===== config.mk =====
export PLATFORM = sky130hd
export DESIGN_NAME = i2c_slave_rx_flat
export DESIGN_NICKNAME = d
export VERILOG_FILES = /design/src/rtl/i2c_slave_rx_if.sv /design/src/rtl/i2c_slave_rx.sv /design/src/flat_wrapper.sv
export SDC_FILE = /design/constraint.sdc
export NUM_CORES = 1
export LEC_CHECK = 0
export ABC_AREA = 1
export CAP_MARGIN = 20
export CORE_UTILIZATION = 53
export DETAILED_ROUTE_END_ITERATION = 10
export GPL_ROUTABILITY_DRIVEN = 0
export GPL_TIMING_DRIVEN = 0
export PLACE_DENSITY_LB_ADDON = 0.05
export SYNTH_ARGS = -nofsm -noshare
export SYNTH_HDL_FRONTEND = slang
export SYNTH_SLANG_ARGS = --single-unit

===== constraint.sdc =====
create_clock -name clk -period 1.7 [get_ports clk]
set_input_delay 0.34 -clock clk [delete_from_list [all_inputs] [get_ports clk]]
set_output_delay 0.34 -clock clk [all_outputs]
set_load 0.02 [all_outputs]

===== src/rtl/i2c_slave_rx_if.sv =====
// Shared open-drain I2C pin bundle between the bus master and this slave.
// The slave samples scl_in/sda_in and pulls SDA low through sda_oe.
interface i2c_slave_rx_if;
  logic scl_in;
  logic sda_in;
  logic sda_oe;

  modport slave  (input scl_in, input sda_in, output sda_oe);
  modport master (output scl_in, output sda_in, input sda_oe);
endinterface


===== src/rtl/i2c_slave_rx.sv =====
// I2C slave: oversampled SCL/SDA, START/STOP detection, 7-bit address match,
// write-byte capture with ACK and read-byte return with master ACK/NACK.
module i2c_slave_rx #(
  parameter logic [6:0] SLAVE_ADDR = 7'h45
) (
  input  logic        clk,
  input  logic        reset,
  i2c_slave_rx_if.slave bus,
  output logic [6:0]  rx_addr,
  output logic        rx_rw,
  output logic [7:0]  rx_data,
  output logic        rx_valid,
  input  logic [7:0]  tx_data,
  output logic        tx_req,
  output logic        busy,
  output logic        stop_seen
);

  typedef enum logic [2:0] {
    IDLE, ADDR, ACK_ADDR, WRITE, ACK_DATA, READ, MACK, IGNORE
  } state_t;

  // Synchronizers free-run through reset so no false edge appears on release.
  logic scl_s1_q, scl_s2_q, scl_h_q;
  logic sda_s1_q, sda_s2_q, sda_h_q;

  always_ff @(posedge clk) begin
    scl_s1_q <= bus.scl_in;
    scl_s2_q <= scl_s1_q;
    scl_h_q  <= scl_s2_q;
    sda_s1_q <= bus.sda_in;
    sda_s2_q <= sda_s1_q;
    sda_h_q  <= sda_s2_q;
  end

  logic scl_rise, scl_fall, sda_rise, sda_fall, start_det, stop_det;

  always_comb begin
    scl_rise  = scl_s2_q & ~scl_h_q;
    scl_fall  = ~scl_s2_q & scl_h_q;
    sda_rise  = sda_s2_q & ~sda_h_q;
    sda_fall  = ~sda_s2_q & sda_h_q;
    start_det = sda_fall & scl_s2_q;
    stop_det  = sda_rise & scl_s2_q;
  end

  state_t      state_q, state_d;
  logic [2:0]  bit_cnt_q, bit_cnt_d;
  logic [6:0]  shift_q, shift_d;
  logic [6:0]  tx_sh_q, tx_sh_d;
  logic        mack_ok_q, mack_ok_d;
  logic        sda_oe_q, sda_oe_d;
  logic [6:0]  rx_addr_q, rx_addr_d;
  logic        rx_rw_q, rx_rw_d;
  logic [7:0]  rx_data_q, rx_data_d;
  logic        rx_valid_q, rx_valid_d;
  logic        tx_req_q, tx_req_d;
  logic        busy_q, busy_d;
  logic        stop_seen_q, stop_seen_d;

  always_comb begin
    state_d     = state_q;
    bit_cnt_d   = bit_cnt_q;
    shift_d     = shift_q;
    tx_sh_d     = tx_sh_q;
    mack_ok_d   = mack_ok_q;
    sda_oe_d    = sda_oe_q;
    rx_addr_d   = rx_addr_q;
    rx_rw_d     = rx_rw_q;
    rx_data_d   = rx_data_q;
    rx_valid_d  = 1'b0;
    tx_req_d    = 1'b0;
    busy_d      = busy_q;
    stop_seen_d = 1'b0;

    if (stop_det) begin
      state_d     = IDLE;
      bit_cnt_d   = 3'd7;
      sda_oe_d    = 1'b0;
      busy_d      = 1'b0;
      stop_seen_d = 1'b1;
    end else if (start_det) begin
      state_d   = ADDR;
      bit_cnt_d = 3'd7;
      shift_d   = '0;
      sda_oe_d  = 1'b0;
    end else begin
      case (state_q)
        IDLE: ;
        ADDR: if (scl_rise) begin
          shift_d = {shift_q[5:0], sda_s2_q};
          if (bit_cnt_q == 3'd0) begin
            bit_cnt_d = 3'd7;
            if (shift_q == SLAVE_ADDR) begin
              state_d   = ACK_ADDR;
              rx_addr_d = shift_q;
              rx_rw_d   = sda_s2_q;
            end else begin
              state_d = IGNORE;
            end
          end else begin
            bit_cnt_d = bit_cnt_q - 3'd1;
          end
        end
        // sda_oe low on entry marks the first fall (start of the ACK slot);
        // high marks the second fall (end of the slot).
        ACK_ADDR: if (scl_fall) begin
          if (!sda_oe_q) begin
            sda_oe_d = 1'b1;
            busy_d   = 1'b1;
          end else if (rx_rw_q) begin
            tx_req_d = 1'b1;
            tx_sh_d  = tx_data[6:0];
            sda_oe_d = ~tx_data[7];
            state_d  = READ;
          end else begin
            sda_oe_d = 1'b0;
            state_d  = WRITE;
          end
        end
        WRITE: if (scl_rise) begin
          shift_d = {shift_q[5:0], sda_s2_q};
          if (bit_cnt_q == 3'd0) begin
            bit_cnt_d  = 3'd7;
            rx_data_d  = {shift_q, sda_s2_q};
            rx_valid_d = 1'b1;
            state_d    = ACK_DATA;
          end else begin
            bit_cnt_d = bit_cnt_q - 3'd1;
          end
        end
        ACK_DATA: if (scl_fall) begin
          if (!sda_oe_q) begin
            sda_oe_d = 1'b1;
          end else begin
            sda_oe_d = 1'b0;
            state_d  = WRITE;
          end
        end
        READ: if (scl_fall) begin
          if (bit_cnt_q == 3'd0) begin
            bit_cnt_d = 3'd7;
            sda_oe_d  = 1'b0;
            mack_ok_d = 1'b0;
            state_d   = MACK;
          end else begin
            bit_cnt_d = bit_cnt_q - 3'd1;
            sda_oe_d  = ~tx_sh_q[6];
            tx_sh_d   = {tx_sh_q[5:0], 1'b0};
          end
        end
        MACK: begin
          if (scl_rise) begin
            if (sda_s2_q) state_d = IGNORE;
            else          mack_ok_d = 1'b1;
          end else if (scl_fall && mack_ok_q) begin
            mack_ok_d = 1'b0;
            tx_req_d  = 1'b1;
            tx_sh_d   = tx_data[6:0];
            sda_oe_d  = ~tx_data[7];
            state_d   = READ;
          end
        end
        IGNORE: ;
        default: state_d = IDLE;
      endcase
    end
  end

  always_ff @(posedge clk) begin
    if (reset) begin
      state_q     <= IDLE;
      bit_cnt_q   <= 3'd7;
      shift_q     <= '0;
      tx_sh_q     <= '0;
      mack_ok_q   <= 1'b0;
      sda_oe_q    <= 1'b0;
      rx_addr_q   <= '0;
      rx_rw_q     <= 1'b0;
      rx_data_q   <= '0;
      rx_valid_q  <= 1'b0;
      tx_req_q    <= 1'b0;
      busy_q      <= 1'b0;
      stop_seen_q <= 1'b0;
    end else begin
      state_q     <= state_d;
      bit_cnt_q   <= bit_cnt_d;
      shift_q     <= shift_d;
      tx_sh_q     <= tx_sh_d;
      mack_ok_q   <= mack_ok_d;
      sda_oe_q    <= sda_oe_d;
      rx_addr_q   <= rx_addr_d;
      rx_rw_q     <= rx_rw_d;
      rx_data_q   <= rx_data_d;
      rx_valid_q  <= rx_valid_d;
      tx_req_q    <= tx_req_d;
      busy_q      <= busy_d;
      stop_seen_q <= stop_seen_d;
    end
  end

  assign bus.sda_oe = sda_oe_q;
  assign rx_addr    = rx_addr_q;
  assign rx_rw      = rx_rw_q;
  assign rx_data    = rx_data_q;
  assign rx_valid   = rx_valid_q;
  assign tx_req     = tx_req_q;
  assign busy       = busy_q;
  assign stop_seen  = stop_seen_q;

endmodule

===== src/flat_wrapper.sv =====
// flat-port wrapper written by rule: the top's interface ports become plain ports
module i2c_slave_rx_flat 
#(
  parameter logic [6:0] SLAVE_ADDR = 7'h45
)
  (clk, reset, rx_addr, rx_rw, rx_data, rx_valid, tx_data, tx_req, busy, stop_seen, bus_scl_in, bus_sda_in, bus_sda_oe);
  i2c_slave_rx_if bus_i ();
  input  logic clk;
  input  logic reset;
  output logic [6:0] rx_addr;
  output logic rx_rw;
  output logic [7:0] rx_data;
  output logic rx_valid;
  input  logic [7:0] tx_data;
  output logic tx_req;
  output logic busy;
  output logic stop_seen;
  input wire logic [$bits(bus_i.scl_in)-1:0] bus_scl_in;
  input wire logic [$bits(bus_i.sda_in)-1:0] bus_sda_in;
  output wire logic [$bits(bus_i.sda_oe)-1:0] bus_sda_oe;
  assign bus_i.scl_in = bus_scl_in;
  assign bus_i.sda_in = bus_sda_in;
  assign bus_sda_oe = bus_i.sda_oe;
  i2c_slave_rx #(.SLAVE_ADDR(SLAVE_ADDR)) u_core (.clk(clk), .reset(reset), .bus(bus_i), .rx_addr(rx_addr), .rx_rw(rx_rw), .rx_data(rx_data), .rx_valid(rx_valid), .tx_data(tx_data), .tx_req(tx_req), .busy(busy), .stop_seen(stop_seen));
endmodule

== Yosys cells after proc, flatten, opt, wreduce, memory -nomap -nowiden ==
Index checks and enable logic that the tools add are counted.

* $add $sub $neg: 1
* Equal/unequal tests: 37
* Multiplexer cells: 56
* Bitwise logic cells: 17
* Reductions and logical operators: 24

{| class="wikitable"
|+ Operators by type and width
! operator !! count
|-
| 7-bit 2-to-1 mux || 10
|-
| 3-bit 2-to-1 mux || 18
|-
| 3-bit by 1-bit inequality test with 1-bit output (second input constant) || 11
|-
| 2-bit by 1-bit inequality test with 1-bit output (second input constant) || 13
|-
| 13-bit AND reduction || 2
|-
| 1-bit 2-to-1 mux || 22
|-
| 7-bit case mux with 3 select lines || 1
|-
| 3-bit case mux with 6 select lines || 1
|-
| 6-bit AND reduction || 2
|-
| 1-bit NOT || 11
|-
| 10-bit AND reduction || 1
|-
| 3-bit equality test (second input constant) || 3
|-
| 2-bit nonzero test || 4
|-
| 7-bit equality test (second input constant) || 1
|-
| 7-bit AND reduction || 1
|-
| 7-bit nonzero test || 1
|-
| 1-bit bitwise AND || 6
|-
| 3-bit by 2-bit equality test with 1-bit output (second input constant) || 2
|-
| 3-bit case mux with 2 select lines || 1
|-
| 3-bit AND reduction || 2
|-
| 6-bit nonzero test || 1
|-
| 5-bit AND reduction || 1
|-
| 5-bit OR reduction || 1
|-
| 2-bit inequality test (second input constant) || 2
|-
| other kinds (15) || 17
|}

* Register bits: 48
* Bits of input ports: 12
* Output and inout bits: 21
* Logic and storage cells: 155

== Logic depth before layout (Yosys ltp) ==
* Depth after elaboration: 7
* Mapped depth: 11
* Depth with buffers taken out: 11

== Worst setup path before layout ==
OpenSTA, ideal clock, no wires.

* Path kind: register -> register
* Start: register u_core.bit_cnt_q[0]
* End: register u_core.rx_data_q[1], in the netlist u_core.rx_data[1]
* Library setup time: 70 ps
* Arrival time: 1315 ps
* Data required time: 1630 ps
* Setup slack: 315 ps
* Stages on the path, launching flop included: 12
* Path buffers: 1
* Clock period less this slack: 1385 ps
* Path through: dfxtp_1 -> inv_1 -> ha_1 -> inv_1 -> nor2_2 -> nand2_1 -> nor2_1 -> nand2_2 -> inv_2 -> buf_6 -> o21ai_1 -> a21oi_1

* Cells in the longest elaborated chain, start to end: 2

{| class="wikitable"
|+ Ends and longest elaborated chain
! what !! line !! source
|-
| start, declared || i2c_slave_rx.sv:48 || <nowiki>logic [2:0] bit_cnt_q, bit_cnt_d;</nowiki>
|-
| start signal, assigned || i2c_slave_rx.sv:187 || <nowiki>bit_cnt_q <= bit_cnt_d;</nowiki>
|-
| 3-bit zero test || i2c_slave_rx.sv:123 || <nowiki>if (bit_cnt_q == 3'd0) begin</nowiki>
|-
| 5-bit AND reduction (no source line) || -- ||
|-
| end signal, assigned || i2c_slave_rx.sv:194 || <nowiki>rx_data_q <= rx_data_d;</nowiki>
|-
| end, declared || i2c_slave_rx.sv:55 || <nowiki>logic [7:0] rx_data_q, rx_data_d;</nowiki>
|}

No other way between the ends.
A chain may end at the register's enable or synchronous reset.

== Final worst setup path ==
* Start: register u_core.sda_oe_q, in the netlist u_core.bus.sda_oe
* End: output port bus_sda_oe

{| class="wikitable"
|+ RTL lines
! what !! line !! source
|-
| start, declared || i2c_slave_rx.sv:52 || <nowiki>logic sda_oe_q, sda_oe_d;</nowiki>
|-
| start signal, assigned || i2c_slave_rx.sv:191 || <nowiki>sda_oe_q <= sda_oe_d;</nowiki>
|-
| end, declared || flat_wrapper.sv:20 || <nowiki>output wire logic [$bits(bus_i.sda_oe)-1:0] bus_sda_oe;</nowiki>
|}

No word-level cell between the ends.

==> out/results.txt <==
outcome: finished, final reports clean
Unique masters post-synth: 28
die area: 4370 um^2
die span in x: 66.1 um
warnings from Yosys: 0
area of the core: 3800 um^2
Antenna Nets Post-Route: 0
post-synthesis sequential area ratio: 44.1%
most frequent cell after synthesis: nand2_1
Initial Utilization: 57.3%
Fmax achieved: 610 MHz
post-layout util: 71.5%
Bufs and invs on worst path: 1
critical path's slowest cell: clkdlybuf4s50_1
total CTS buffers: 5
PwrDens: 1130 nW/um^2
share of layout cells above drive strength 1: 12.4%
Slew HR: 72.6%
area leader, netlist: dfxtp_1
CP cell instances: clkdlybuf4s50_1
final setup skew: 0.00569 ns
Die Ht: 66.1 um
area grow syn2layout: 24.6%
clock tree from TritonCTS: done
antenna fix cells: 0
Total Wirelength: 4.64 mm
Worst Hold Class: flip-flop to flip-flop
syn avg cell area: 6.96 um^2
clock sink count: 48
crit path time final: 1.64 ns
DRT iter0 DRCs: 117
# setup viols final: 0
internal reg-to-reg setup slack: 0.13 ns
Cells after Synth: 313
top cells by count, synth: 74 x nand2_1, 62 x nor2_1, 48 x dfxtp_1
Arr. time, crit path: 1.30 ns
Largest stage delay, worst path: 0.62 ns
HPWL Detailed: 3.35 mm
all-layer global routing usage: 23.2%
# DRC: 0
Pleak: 1.21 nW
#FFs+latches synth: 48
Final Max Tran Viols: 0
CP endpoint kind: output pin
CTS max path bufs: 2
Top FF cell, synth: dfxtp_1
port buffer count: 32
root buf cell: clkbuf_8
first-pass GRT wire length: 7.85 mm
Layout Nets: 369
total gr overflow: 0
initial antenna violation count: 0
maximum VDD drop: 984 uV
synthesized area: 2180 um^2
maxcap violations: 0
Worst EP required: 1.36 ns
insertion delay to the later sink of the worst-skew pair: 0.29 ns
setup TNS: 0 ns
Rows: 22
area taken by multi-input logic gates: 1060 um^2
Top delay family on crit path: buffers and inverters
Area contributors post-synth: dfxtp_1 44%, nand2_1 13%, nor2_1 11%
worst-margin pin slew: 0.411 ns
Ports: 33
Register Area: 962 um^2
fill count: 326
CP startpoint kind: flip-flop
Routed WL per cell: 11.5 um
vias in the first global route: 1812
DR vias: 2035
Synth async-reset ratio: 0%
crit share post-route: 96.4%
Syn Nets: 327
Crit Path Category: flip-flop to output pin
vias per cell: 5.04
CTS H-tree depth: 2
Hold Fails Final Rpt: 0
CP max FO: 4
drt pass-1 iters: 4
# hold bufs at CTS: 0
Yosys top cell area share: 44.1%
Worst-path clk slew: 0.09 ns
Post-synth EDFFs: 0
largest net degree at the start of global routing: 15
[repair_timing]
action / in CTS / in global routing
buffers inserted: 0 / 3
gates cloned: 0 / 0
pin swaps: 0 / 2
endpoints found under the setup margin: 5 / 23
resized for setup: 1 / 7
[metrics by stage]
stage	cells	instance area, um^2	total power [W]	hold WS [ns]	setup slack, ns
6_report	404	2720	0.00308	0.323	0.0616
5_1_grt	404	2720	0.00330	0.340	-0.00799
4_1_cts	401	2670	0.00308	0.335	0.0252
3_5_place_dp	393	2560	0.00228	0.314	-0.0410
3_3_place_gp	393	2560	0.00227	0.311	-0.0101
2_1_floorplan	313	2180	0.00208	0.310	0.315
[path summary, 6_finish.rpt]
path / startpoint / endpoint / cells after the start
setup / recovery: u_core.bus.sda_oe / bus_sda_oe / 1
hold / removal: u_core.sda_s1_q / u_core.sda_s2_q / 0
setup reg to reg: u_core.bit_cnt_q[0] / u_core.rx_data[5] / 10
hold reg to reg: u_core.sda_s1_q / u_core.sda_s2_q / 0
[state kept, by name (all words and copies together), names as in the netlist]
name	cells
u_core.rx_addr	7
u_core.state_q	3
u_core.shift_q	7
u_core.bit_cnt_q	3
u_core.mack_ok_q	1
u_core.sda_s1_q	1
u_core.rx_rw	1
u_core.busy	1
u_core.bus.sda_oe	1
u_core.tx_req	1
u_core.scl_h_q	1
u_core.stop_seen	1
u_core.rx_data	8
u_core.sda_s2_q	1
u_core.sda_h_q	1
u_core.rx_valid	1
u_core.scl_s1_q	1
u_core.tx_sh_q	7
u_core.scl_s2_q	1
[cell type report]
type	instances	share of cell area [%]
clock buffers	6	2.67
multi-input cells	224	39.2
clock inverters	2	1.29
plain buffers	7	1.84
inverters	34	4.70
well taps	48	2.21
flip-flops and latches	48	35.4
repair buffers	35	12.6
[per-layer routing]
metal  wire length, um  track usage [%]  vias to the layer above
met3               190             4.48                        4
met1              2330             31.6                      918
met4                40             5.59                        0
li1                  -                -                     1071
met2              2080             37.8                       42
met5                 0                0                        -
[kinds of logic after synthesis]
family	synth area share, %
and+or+nand+nor	34.2
xor gates and xnor gates	0.402
DFF	44.1
buffers and inverters	8.16
AOI/OAI and AO/OA	12.0
adders and majority gates	1.15
[power by group]
group	total, W	internal (W)	switching (W)
logic	0.000950	0.000341	0.000609
clock network	0.000794	0.000437	0.000358
registers	0.00133	0.00124	0.0000882
[worst reg2reg max path, cell delays in order (launching register included)]
cell     delay, ns
dfxtp_1       0.30
inv_1         0.10
ha_1          0.15
inv_1         0.06
nor2_4        0.15
nand2_2       0.09
nor2_1        0.13
nand2_2       0.11
buf_4         0.16
o21ai_0       0.16
nor2_1        0.05
[placed cells by master, fill, tap and decap left out, drive strengths merged]
master / instances
inv: 34
buf: 8
xor2: 1
bufinv: 1
clkdlybuf4s50: 32
nand3: 17
ha: 2
nor4: 1
nand2: 78
o21bai: 1
nor3: 4
o211ai: 3
nor2: 71
clkinv: 1
a21oi: 18
dfxtp: 48
clkbuf: 8
nand3b: 2
o21ai: 24
a31oi: 1
o21a: 1
Note: power is estimated with default switching activity, not from simulation.
